File: src/rtl/bit_sync_pkg.sv
// Shared types and helpers for the bit synchroniser / glitch filter.
package bit_sync_pkg;

    localparam int MIN_STAGES = 2;
    localparam int CNT_MAX_W  = 16;

    function automatic int cnt_w(input int filt_cnt);
        int w;
        w = $clog2(filt_cnt);
        return (w < 1) ? 1 : w;
    endfunction

    // Counter is held at the widest supported size; only values up to FILT_CNT-1 occur.
    typedef struct packed {
        logic [CNT_MAX_W-1:0] cnt;
        logic                 level;
    } filt_state_t;

endpackage

File: src/rtl/bit_filt_chan.sv
// One channel of the stability filter: accepts a new level after FILT_CNT
// consecutive differing samples and emits a registered 1-cycle edge pulse.
module bit_filt_chan
    import bit_sync_pkg::*;
#(
    parameter int FILT_CNT = 4
) (
    input  logic i_clk,
    input  logic i_rst_n,
    input  logic i_en,
    input  logic i_synced,
    input  logic i_rst_val,
    output logic o_level,
    output logic o_rise,
    output logic o_fall
);

    localparam logic [CNT_MAX_W-1:0] CNT_LAST = CNT_MAX_W'(FILT_CNT - 1);

    if (cnt_w(FILT_CNT) > CNT_MAX_W) begin : g_bad_cnt
        $error("bit_filt_chan: FILT_CNT too large for counter");
    end

    filt_state_t st_q;
    filt_state_t st_d;
    logic        rise_d;
    logic        fall_d;

    always_comb begin
        st_d   = st_q;
        rise_d = 1'b0;
        fall_d = 1'b0;
        if (i_en) begin
            if (i_synced == st_q.level) begin
                st_d.cnt = '0;
            end else if (st_q.cnt < CNT_LAST) begin
                st_d.cnt = st_q.cnt + 1'b1;
            end else begin
                st_d.level = i_synced;
                st_d.cnt   = '0;
                rise_d     = i_synced;
                fall_d     = ~i_synced;
            end
        end
    end

    always_ff @(posedge i_clk) begin
        if (!i_rst_n) begin
            st_q.cnt   <= '0;
            st_q.level <= i_rst_val;
            o_rise     <= 1'b0;
            o_fall     <= 1'b0;
        end else begin
            st_q   <= st_d;
            o_rise <= rise_d;
            o_fall <= fall_d;
        end
    end

    assign o_level = st_q.level;

endmodule

File: src/rtl/bit_sync_filt.sv
// Multi-channel CDC synchroniser with per-channel glitch filter and edge detect.
// Level/pulse latency NO_STAGES+FILT_CNT cycles; i_en=0 freezes filters only.
module bit_sync_filt
    import bit_sync_pkg::*;
#(
    parameter int             NO_STAGES = 3,
    parameter int             BUS       = 4,
    parameter int             FILT_CNT  = 4,
    parameter logic [BUS-1:0] RST_VAL   = '0
) (
    input  logic           i_clk,
    input  logic           i_rst_n,
    input  logic           i_en,
    input  logic [BUS-1:0] i_async_bit,
    output logic [BUS-1:0] o_synced_bit,
    output logic [BUS-1:0] o_level,
    output logic [BUS-1:0] o_rise,
    output logic [BUS-1:0] o_fall,
    output logic [BUS-1:0] o_stable
);

    if (NO_STAGES < MIN_STAGES) begin : g_bad_stages
        $error("bit_sync_filt: NO_STAGES must be >= 2");
    end
    if (FILT_CNT < 1) begin : g_bad_filt
        $error("bit_sync_filt: FILT_CNT must be >= 1");
    end
    if (BUS < 1) begin : g_bad_bus
        $error("bit_sync_filt: BUS must be >= 1");
    end

    logic [BUS-1:0] stage_q [NO_STAGES];

    // Chain runs every cycle; only the filters honour i_en.
    always_ff @(posedge i_clk) begin
        if (!i_rst_n) begin
            for (int k = 0; k < NO_STAGES; k++) begin
                stage_q[k] <= RST_VAL;
            end
        end else begin
            stage_q[0] <= i_async_bit;
            for (int k = 1; k < NO_STAGES; k++) begin
                stage_q[k] <= stage_q[k-1];
            end
        end
    end

    assign o_synced_bit = stage_q[NO_STAGES-1];

    for (genvar n = 0; n < BUS; n++) begin : g_chan
        bit_filt_chan #(
            .FILT_CNT (FILT_CNT)
        ) u_chan (
            .i_clk     (i_clk),
            .i_rst_n   (i_rst_n),
            .i_en      (i_en),
            .i_synced  (o_synced_bit[n]),
            .i_rst_val (RST_VAL[n]),
            .o_level   (o_level[n]),
            .o_rise    (o_rise[n]),
            .o_fall    (o_fall[n])
        );
    end

    assign o_stable = ~(o_synced_bit ^ o_level);

endmodule
File: config.mk
export PLATFORM = sky130hd
export DESIGN_NAME = bit_sync_filt
export DESIGN_NICKNAME = d
export VERILOG_FILES = /design/src/rtl/bit_sync_pkg.sv /design/src/rtl/bit_filt_chan.sv /design/src/rtl/bit_sync_filt.sv
export SDC_FILE = /design/constraint.sdc
export NUM_CORES = 1
export LEC_CHECK = 0
export BUFFER_PORTS_ARGS = -buffer_cell sky130_fd_sc_hd__buf_4
export CAP_MARGIN = 5
export CORE_UTILIZATION = 40
export DETAILED_ROUTE_END_ITERATION = 16
export PLACE_DENSITY = 0.59
export SLEW_MARGIN = 5
export SYNTH_ARGS = -nofsm -noshare
export SYNTH_HDL_FRONTEND = slang
export SYNTH_SLANG_ARGS = --single-unit
File: constraint.sdc
create_clock -name i_clk -period 2.15 [get_ports i_clk]
set_input_delay 0.215 -clock i_clk [delete_from_list [all_inputs] [get_ports i_clk]]
set_output_delay 0.215 -clock i_clk [all_outputs]
set_load 0.005 [all_outputs]
==> impl_metrics.yaml <==
sta:
  setup_tns_ns: 0
  clock_skew_ns: 0.01100
  grt_setup_unrepaired: "false"
  min_period_over_period_pct: 84.28
  hold_viol: 0
  fmax_mhz: 551.9
  final-setup-viol-count: 0
  finalCriticalPeriod_ns: 1.812
  maxSlewHeadroom_pct: 60.81
  holdWs_ns: 0.05902
  worst_pin_slew_ns: 0.5879
  maxSlewViolCount: 0
floorplanning:
  core-area_um2: 9240
  rows: 35
  start_util_pct: 41.44
  die_area_um2: 9967
  dieWidth_um: 99.84
  fp.dieH_um: 99.84
  pin_count: 27
logic_synthesis:
  synth.distinct_cells: 44
  synth_area_um2: 3829
  synth_cells: 411
  avgSynthCellArea_um2: 9.316
  yosysWarnings: 0
  syn-num-nets: 422
  synth-seq-area-share_pct: 46.01
  ys_ff_latch: 88
routing:
  dr.pass1.iters: 4
  wl_per_cell_um: 12.56
  antenna_left: 0
  drt_iter0_drc: 92
  viasPerCell: 4.975
  drc: 0
  vias: 2771
  wl_um: 6994
global_routing:
  grt_max_degree: 32
  grt.overflow.total: 0
  antenna_found_initial: 0
  grt_pass1_vias: 2612
  grt_pass1_wl_um: 12190
  grt_usage_pct: 15.46
finish:
  final_cell_mix: "88 x dfxtp_1, 53 x nor2_1, 36 x xnor2_1"
  synthToLayoutAreaGrowth_pct: 9.771
  final_common_cell: "dfxtp_1"
  fin_cells: 557
  drive_gt1_share_pct: 14.25
  nets: 434
  num_antenna_cells: 0
  final_area_um2: 4203
clock_network:
  postCtsSetupRepairBufs: 0
  hold_buffers: 0
  numCtsBuffers: 9
  root_buffer: "clkbuf_8"
  htreeDepth: 3
  clock_latency_ns: 0.36
  clockBufferDepth: 2
  cts_num_sinks: 88
  clkTransAtPathRegs_ns: 0.09
  cts_tree: "built"
  post_cts_resized: 0
critical_path:
  slowest_stage: "o31a_1"
  r2r_slack_ns: 0.34
  start_kind: "flip-flop"
  path_class: "flip-flop to flip-flop"
  cp.required_ns: 2.47
  path_depth: 4
  reg2reg_from: "g_chan[1].u_chan.st_q[12]$_SDFFE_PN0P_"
  worstReg2RegEnd: "g_chan[1].u_chan.st_q[16]$_SDFFE_PN0P_"
  crit_family: "compound AO/OA/AOI/OAI gates"
  path_cells: "nor4_1 -> nand4_1 -> o31a_1 -> o21ba_2"
  crit_path_max_fanout: 12
  critical-path-max-stage-delay_ns: 0.47
  worstPathArrival_ns: 2.13
  cp-end-kind: "flip-flop"
  reg2reg_depth: 4
  path_buf_inv: 0
min_path:
  min_path_type: "input port to flip-flop"
  hold_path_depth: 2
  whs_endpoint: "stage_q[0][1]$_SDFF_PN0_"
  min_from: "i_async_bit[1]"
power_and_ir_drop:
  ir_drop_uv: 370.8
  p_leak_nw: 1.405
  p_per_area_nw_per_um2: 681.9
  fin_total_pwr_w: 0.002866
run_status:
  status: "complete, no violations"
place:
  postPlaceCellArea_um2: 4014
  routabilityCongestion: 0.8053
  place_hpwl_um: 4767
  port_buffers: 26
  dp.cells: 541
flow_run:
  maxCapViolations: 0
state kept, by name, indices dropped and copies added (netlist names):
name                   cells
g_chan.u_chan.st_q        64
stage_q                   12
g_chan.u_chan.o_fall       4
g_chan.u_chan.o_level      4
g_chan.u_chan.o_rise       4
metrics by stage:
stage | util (%) | worst slack (ns)
4_1_cts | 45.48 | 0.3372
3_5_place_dp | 43.44 | 0.3522
2_1_floorplan | - | 0.5957
6_report | 45.48 | 0.3381
3_3_place_gp | 43.44 | 0.4042
5_1_grt | 45.48 | 0.2220
cell type report:
type	count	area, um^2
fill	914	5037
multi-input combinational	284	1836
sequential	88	1762
timing repair buffer	28	210.2
tap	129	161.4
clock buffer	11	131.4
clock inverter	5	57.56
inverter	12	45.04
logic make-up after synthesis:
kind of cell	share of synthesized area, %
buffers and inverters	6.045
adder cells (fa/ha/maj)	1.307
multiplexers	0.5229
AO/OA/AOI/OAI	5.948
flip-flops	46.01
AND/OR/NAND/NOR	30.10
XOR/XNOR	10.07
cells in the mapped netlist (all sizes together):
| cell | instances | area share [%] |
|---|---|---|
| mux2i | 2 | 0.52 |
| nor3b | 8 | 1.6 |
| nand2b | 5 | 0.82 |
| xnor2 | 36 | 8.2 |
| xor2 | 8 | 1.8 |
| nor2b | 1 | 0.16 |
| o21ai | 1 | 0.13 |
| or4b | 1 | 0.26 |
| nand4 | 21 | 3.8 |
| o31a | 4 | 1.1 |
| nor3 | 17 | 2.2 |
| o21ba | 2 | 0.52 |
| dfxtp | 88 | 46 |
| and2 | 15 | 2.5 |
| a41o | 4 | 1.0 |
| or3 | 4 | 0.65 |
| a31oi | 4 | 0.65 |
| nor4b | 1 | 0.23 |
| nor2 | 63 | 8.1 |
| or4 | 1 | 0.20 |
| nand2 | 22 | 2.2 |
| and4 | 2 | 0.46 |
| inv | 12 | 1.2 |
| o31ai | 1 | 0.20 |
| nand3 | 16 | 2.2 |
| a21oi | 15 | 2.1 |
| buf | 24 | 4.6 |
| ha | 4 | 1.3 |
| clkbuf | 3 | 0.29 |
| and3 | 1 | 0.16 |
| o21a | 1 | 0.20 |
| nor4 | 24 | 4.6 |
where the power goes:
part	total, W	switching (W)	internal [W]
logic	0.0000957	0.0000603	0.0000355
clock network	0.00112	0.000583	0.000539
registers	0.00165	0.00000827	0.00164
total	0.00287	0.000651	0.00221
worst max path at each step:
stage                                                 from                                endpoint
finish              g_chan[1].u_chan.st_q[12]$_SDFFE_PN0P_  g_chan[1].u_chan.st_q[16]$_SDFFE_PN0P_
global route        g_chan[1].u_chan.st_q[12]$_SDFFE_PN0P_  g_chan[1].u_chan.st_q[16]$_SDFFE_PN0P_
CTS                  g_chan[1].u_chan.st_q[1]$_SDFFE_PN0P_  g_chan[1].u_chan.st_q[16]$_SDFFE_PN0P_
detailed placement   g_chan[1].u_chan.st_q[1]$_SDFFE_PN0P_  g_chan[1].u_chan.st_q[16]$_SDFFE_PN0P_
global placement     g_chan[1].u_chan.st_q[1]$_SDFFE_PN0P_  g_chan[1].u_chan.st_q[16]$_SDFFE_PN0P_
floorplan            g_chan[0].u_chan.st_q[1]$_SDFFE_PN0P_  g_chan[0].u_chan.st_q[14]$_SDFFE_PN0P_
metal layers:
| layer | global-route usage [%] | wire (um) | up-vias |
|---|---|---|---|
| li1 | - | - | 1437 |
| met1 | 19.69 | 3399 | 1281 |
| met2 | 24.93 | 3253 | 38 |
| met3 | 3.969 | 210 | 15 |
| met4 | 6.335 | 130 | 0 |
| met5 | 0 | 0 | - |
Power figures use the tool's default switching activity.
